## src/rtl/serial_frame_tx.sv

```systemverilog
// Parallel-to-serial frame transmitter: start bit, LSB-first data, optional parity, stop bit.
// Ready also rises in the final stop-bit cycle so a held Load chains frames with no idle gap.
module serial_frame_tx #(
  parameter int unsigned DATA_BITS    = 8,
  parameter int unsigned CLKS_PER_BIT = 4,
  parameter int unsigned PARITY       = 0
) (
  input  logic                 Clk,
  input  logic                 notReset,
  input  logic [DATA_BITS-1:0] D,
  input  logic                 Load,
  output logic                 Ready,
  output logic                 Tx,
  output logic                 Busy,
  output logic                 Done
);

  localparam int unsigned CntW = (CLKS_PER_BIT > 2) ? $clog2(CLKS_PER_BIT) : 1;
  localparam int unsigned BitW = $clog2(DATA_BITS);
  localparam logic [CntW-1:0] LastCyc = CntW'(CLKS_PER_BIT - 1);
  localparam logic [BitW-1:0] LastBit = BitW'(DATA_BITS - 1);

  if (DATA_BITS < 5 || DATA_BITS > 16) begin : genBadDataBits
    $error("serial_frame_tx: DATA_BITS must be 5..16");
  end
  if (CLKS_PER_BIT < 2) begin : genBadClksPerBit
    $error("serial_frame_tx: CLKS_PER_BIT must be >= 2");
  end
  if (PARITY > 2) begin : genBadParity
    $error("serial_frame_tx: PARITY must be 0, 1 or 2");
  end

  typedef enum logic [2:0] {
    StIdle,
    StStart,
    StData,
    StParity,
    StStop
  } stateT;

  stateT                stateQ, stateD;
  logic [DATA_BITS-1:0] shiftQ, shiftD;
  logic [BitW-1:0]      bitCntQ, bitCntD;
  logic [CntW-1:0]      cycCntQ, cycCntD;
  logic                 parityQ, parityD;
  logic                 txQ, txD;
  logic                 doneQ, doneD;
  logic                 lastCyc;
  logic                 accept;

  assign lastCyc = (cycCntQ == LastCyc);

  always_comb begin
    Ready = (stateQ == StIdle) || ((stateQ == StStop) && lastCyc);
    Busy  = (stateQ != StIdle);
    Tx    = txQ;
    Done  = doneQ;
  end

  assign accept = Load && Ready;

  always_comb begin
    stateD  = stateQ;
    shiftD  = shiftQ;
    bitCntD = bitCntQ;
    cycCntD = lastCyc ? '0 : cycCntQ + CntW'(1);
    parityD = parityQ;
    txD     = txQ;
    doneD   = 1'b0;

    case (stateQ)
      StIdle: begin
        cycCntD = '0;
        bitCntD = '0;
        txD     = 1'b1;
      end
      StStart: begin
        if (lastCyc) begin
          stateD = StData;
          txD    = shiftQ[0];
        end
      end
      StData: begin
        if (lastCyc) begin
          shiftD = shiftQ >> 1;
          if (bitCntQ == LastBit) begin
            bitCntD = '0;
            if (PARITY != 0) begin
              stateD = StParity;
              txD    = parityQ;
            end else begin
              stateD = StStop;
              txD    = 1'b1;
            end
          end else begin
            bitCntD = bitCntQ + BitW'(1);
            txD     = shiftD[0];
          end
        end
      end
      StParity: begin
        if (lastCyc) begin
          stateD = StStop;
          txD    = 1'b1;
        end
      end
      StStop: begin
        if (lastCyc) begin
          stateD = StIdle;
          txD    = 1'b1;
          doneD  = 1'b1;
        end
      end
      default: begin
        stateD  = StIdle;
        cycCntD = '0;
        bitCntD = '0;
        txD     = 1'b1;
      end
    endcase

    // Capture overrides whatever the current state chose; parity is frozen from the captured word.
    if (accept) begin
      stateD  = StStart;
      shiftD  = D;
      parityD = (PARITY == 2) ? ~(^D) : (^D);
      cycCntD = '0;
      bitCntD = '0;
      txD     = 1'b0;
    end
  end

  always_ff @(posedge Clk) begin
    if (!notReset) begin
      stateQ  <= StIdle;
      shiftQ  <= '0;
      bitCntQ <= '0;
      cycCntQ <= '0;
      parityQ <= 1'b0;
      txQ     <= 1'b1;
      doneQ   <= 1'b0;
    end else begin
      stateQ  <= stateD;
      shiftQ  <= shiftD;
      bitCntQ <= bitCntD;
      cycCntQ <= cycCntD;
      parityQ <= parityD;
      txQ     <= txD;
      doneQ   <= doneD;
    end
  end

endmodule
```

## config.mk

```make
export PLATFORM = sky130hd
export DESIGN_NAME = serial_frame_tx
export DESIGN_NICKNAME = d
export VERILOG_FILES = /design/src/rtl/serial_frame_tx.sv
export SDC_FILE = /design/constraint.sdc
export NUM_CORES = 1
export LEC_CHECK = 0
export CORE_AREA = 2 2 61 63
export CTS_CLUSTER_SIZE = 28
export DETAILED_ROUTE_END_ITERATION = 8
export DIE_AREA = 0 0 63 65
export PLACE_DENSITY = 0.57
export SETUP_SLACK_MARGIN = 0.3
export SYNTH_ARGS = -nofsm -noshare
export SYNTH_HDL_FRONTEND = slang
export SYNTH_SLANG_ARGS = --single-unit
```

## constraint.sdc

```tcl
create_clock -name Clk -period 2.7 [get_ports Clk]
set_input_delay 0.54 -clock Clk [delete_from_list [all_inputs] [get_ports Clk]]
set_output_delay 0.54 -clock Clk [all_outputs]
set_load 0.05 [all_outputs]
```

# Yosys cells after proc, flatten, opt, wreduce, memory -nomap -nowiden
# Index checks and enable logic that the tools add are counted.
classes:
  add_sub_neg: 2
  eq_ne: 18
  mux: 20
  bitwise_logic: 4
  reduce_logical: 18
op_table:
  columns: ["operator", "n"]
  rows:
  - ["8-bit two-way mux", 3]
  - ["3-bit two-way mux", 7]
  - ["3-bit != test, second input constant", 5]
  - ["3-bit one-hot mux with 5 select lines", 1]
  - ["2-bit != test, second input constant", 6]
  - ["6-bit AND reduction", 2]
  - ["4-bit OR reduction", 2]
  - ["1-bit two-way mux", 7]
  - ["3-bit by 2-bit == test with 1-bit output, second input constant", 2]
  - ["3-bit == test, second input constant", 2]
  - ["3-bit one-hot mux with 2 select lines", 1]
  - ["2-bit AND reduction", 3]
  - ["1-bit inverter", 4]
  - ["2-bit nonzero test", 2]
  - ["2-bit OR reduction", 2]
  - ["3-bit by 1-bit adder with 3-bit output, second input constant", 1]
  - ["3-bit by 1-bit == test with 1-bit output, second input constant", 1]
  - ["3-bit zero test", 1]
  - ["3-bit by 1-bit != test with 1-bit output, second input constant", 1]
  - ["1-bit one-hot mux with 3 select lines", 1]
  - ["3-bit AND reduction", 1]
  - ["3-bit nonzero test", 1]
  - ["3-bit OR reduction", 1]
  - ["2-bit by 1-bit adder with 2-bit output, second input constant", 1]
  - ["3 further kinds", 4]
totals:
  register_bits: 18
  inputBits: 11
  out_inout_bits: 4
  wordCells: 69

# Logic depth before layout (Yosys ltp)
logic_depth:
  ltp_word: 6
  depth_mapped: 7
  depth_no_buf: 6

# Least setup slack after synthesis
# OpenSTA, ideal clock, no wires.
synth_timing:
  path_type: "register to output"
  from: "register cycCntQ[0]"
  to: "output port Ready"
  t_arrival_ns: 1.695
  setup_slack_ns: 0.465
  stages_incl_launch_ff: 5
  path_buffers: 1
  cell_sequence: "dfxtp_1 > ha_1 > buf_6 > nor2b_1 > nor3_1"
synth_between:
  elab_chain_len: 3
synth_rtl:
  columns: ["element", "line_no", "source"]
  rows:
  - ["start, declared", "44", "logic [CntW-1:0] cycCntQ, cycCntD;"]
  - ["start signal, assigned", "146", "cycCntQ <= cycCntD;"]
  - ["2-bit == test", "51", "assign lastCyc = (cycCntQ == LastCyc);"]
  - ["net lastCyc", "48", "logic lastCyc;"]
  - ["1-bit logical AND", "54", "Ready = (stateQ == StIdle) || ((stateQ == StStop) && lastCyc);"]
  - ["1-bit logical OR", "54", null]
  - ["end, declared", "12", "output logic Ready,"]
# The timed path passes the listed nets, and every way through them passes these cells.

# Final worst setup path
layout_timing:
  from: "register stateQ[1]"
  to: "output port Busy"
layout_between:
  elab_chain_len: 1
layout_rtl:
  columns: ["element", "line_no", "source"]
  rows:
  - ["start, declared", "41", "stateT stateQ, stateD;"]
  - ["start signal, assigned", "135", "stateQ <= StIdle;"]
  - ["start signal, assigned", "143", "stateQ <= stateD;"]
  - ["3-bit nonzero test", "55", "Busy = (stateQ != StIdle);"]
  - ["end, declared", "14", "output logic Busy,"]
# No other way between the ends.

==> flow_summary.ini <==
[outcome]
status = finished, final reports clean

[cts]
clockBufferDepth = 2
clockRootBuffer = clkbuf_4
postCtsSetupRepairBufs = 0
path_clk_slew_ns = 0.11
numCtsBuffers = 3
cts_tree = yes
insertion_delay_ns = 0.30
cts_resized = 3
postCtsHoldBufs = 0
clock-sinks = 18
htreeDepth = 1

[drt]
wl_met3_um = 135
first_pass_iters = 4
wl_um = 1973
drt_first_iter_violations = 20
post_drt_wl_per_cell_um = 12.03
drt-vias-per-instance = 4.713
top_layer = met4
drcViolationCount = 0
vias = 773
wl_met2_um = 915
ant_nets = 0
drt-met1-wl_um = 906

[worst_setup_path]
cp.required_ns = 2.16
reg2reg_from = cycCntQ[0]$_SDFF_PP0_
worstRegToRegCells = 6
critPathSlowestCell = dfxtp_1
critPathKind = register to output pin
crit_path_max_fanout = 13
cpLargestDelayFamily = flip-flops
arrival_ns = 1.61
cp_cell_sequence = or3_4 -> dlygate4sd2_1
slowest_delay_ns = 0.44
crit_buf_inv = 1
r2r_end = shiftQ[0]$_SDFFE_PN0P_
end_kind = output pin
crit_start = stateQ[1]$_SDFFE_PP0P_
cp_num_cells = 2
crit_path_start_kind = register
rrSetupSlack_ns = 1.07

[sta]
rsz0062_at_grt = no
hold_slack_ns = 0.4283
finalSetupViolCount = 0
period_share_pct = 79.70
layout_min_cycle_time_ns = 2.152
tightest_slew_ns = 0.4917
drv_slew = 0
max_freq_mhz = 464.7
slew-limit-headroom_pct = 67.11
fin_skew_ns = 0.008267
fin_setup_tns_ns = 0
finalHoldViolations = 0

[power_and_ir_drop]
peakVddDrop_uv = 139.1
leakagePower_nw = 0.4090
power.density_mw_per_mm2 = 460.4

[final_layout]
fin_util_pct = 33.07
fill_cells = 379
areaGrowthSynthToFinish_pct = 17.86
final_layout_size_suffix_gt1_share_pct = 18.10
fin_area_mm2 = 0.001156
final_cell_mix = dfxtp_1 (17), clkdlybuf4s50_1 (12), nand2_1 (11)
final-instance-count-excl-fill = 164
antennaDiodeCount = 0
final_common_cell = dfxtp_1
fin_nets = 131

[job]
max-cap-violations = 0

[global_route]
grt_pass1_vias = 743
grt_pass1_wl_um = 3491
grt_usage_pct = 10.68
grt_max_degree = 14
overflow = 0
antenna_found_initial = 0

[place]
port_buffers = 14
gp_congestion = 0.8202
dp.cells = 160
dp_hpwl_um = 1491
dpl_cell_area_mm2 = 0.001125

[floorplanning]
core_mm2 = 0.003496
start_util_pct = 28.06
die_y_um = 65
die_w_um = 63
rows = 22
num_io_pins = 15
die_area_mm2 = 0.004095

[synthesis]
synth.distinct_cells = 38
synth.area.top_cells = dfxtp_1 (37%), buf_6 (6.9%), a21boi_1 (5.4%)
yosysWarnings = 0
yosysSeqAreaShare_pct = 36.73
synth_area_um2 = 980.9
synth_top_area_share_pct = 36.73
synthArstFlopShare_pct = 0
synth-seq-cells = 18
synth-edff-count = 0
yosysTopAreaCell = dfxtp_1
avgSynthCellArea_um2 = 9.524
syn-num-nets = 117
ys.flop_type = dfxtp_1
synth_cells = 103

[worst_hold_path]
hp-start = cycCntQ[0]$_SDFF_PP0_
holdPathStages = 1
holdPathEnd = cycCntQ[0]$_SDFF_PP0_
hold_class = register to register
stage by stage:
step | total power [mW] | worst slack [ns]
6_report | 0.5323 | 0.5481
5_1_grt | 0.5613 | 0.4121
4_1_cts | 0.5416 | 0.3112
3_5_place_dp | 0.3707 | 0.3942
3_3_place_gp | 0.3691 | 0.4415
2_1_floorplan | 0.3421 | 0.4654
worst max path at each step:
stage / end / slack [ns]
finish: Busy / 0.55
global route: Ready / 0.41
CTS: Ready / 0.31
detailed placement: Ready / 0.39
global placement: Ready / 0.44
floorplan: Ready / 0.47
registers in the layout, summed over array words and instances (netlist names):
| name | count |
|---|---|
| stateQ | 3 |
| cycCntQ | 2 |
| shiftQ | 8 |
| bitCntQ | 3 |
| Done | 1 |
| Tx | 1 |
area by class of cell:
class	instances	area (µm²)	share of cell area, %
repair buffers	16	148.9	12.88
inverters	4	15.01	1.299
flip-flops and latches	18	361.6	31.28
multi-input cells	74	534.3	46.21
clock buffers	4	36.28	3.139
well taps	48	60.06	5.195
layer usage:
metal / global-route usage [%] / vias up
met1: 13.98 / 353
met2: 16.76 / 20
met3: 2.778 / 2
li1: - / 398
met4: 4.167 / 0
met5: 0 / -
cells by family after synthesis:
family,count (synthesis),synth area share (%)
compound gates,28,23.85
fa+ha+maj,3,3.827
buf+inv,11,8.800
flops,18,36.74
mux,1,1.020
simple gates,42,25.77
where the power goes:
| group | internal (mW) | switching (mW) | leakage (nW) | total, mW |
|---|---|---|---|---|
| logic | 0.0368 | 0.0420 | 0.240 | 0.0788 |
| registers | 0.276 | 0.00727 | 0.148 | 0.283 |
| clock network | 0.0823 | 0.0881 | 0.0210 | 0.170 |
synth_stat cells (all sizes together), types with 2 or more instances:
cell and number:
a21boi 7, a21oi 6, a22oi 6, a31oi 4
buf 6, dfxtp 18, ha 3, inv 4
nand2 11, nand2b 2, nand3 3, nand4b 2
nor2 9, nor2b 3, nor3 2, o21ai 3
or3 2
(Power assumes the default switching activity.)
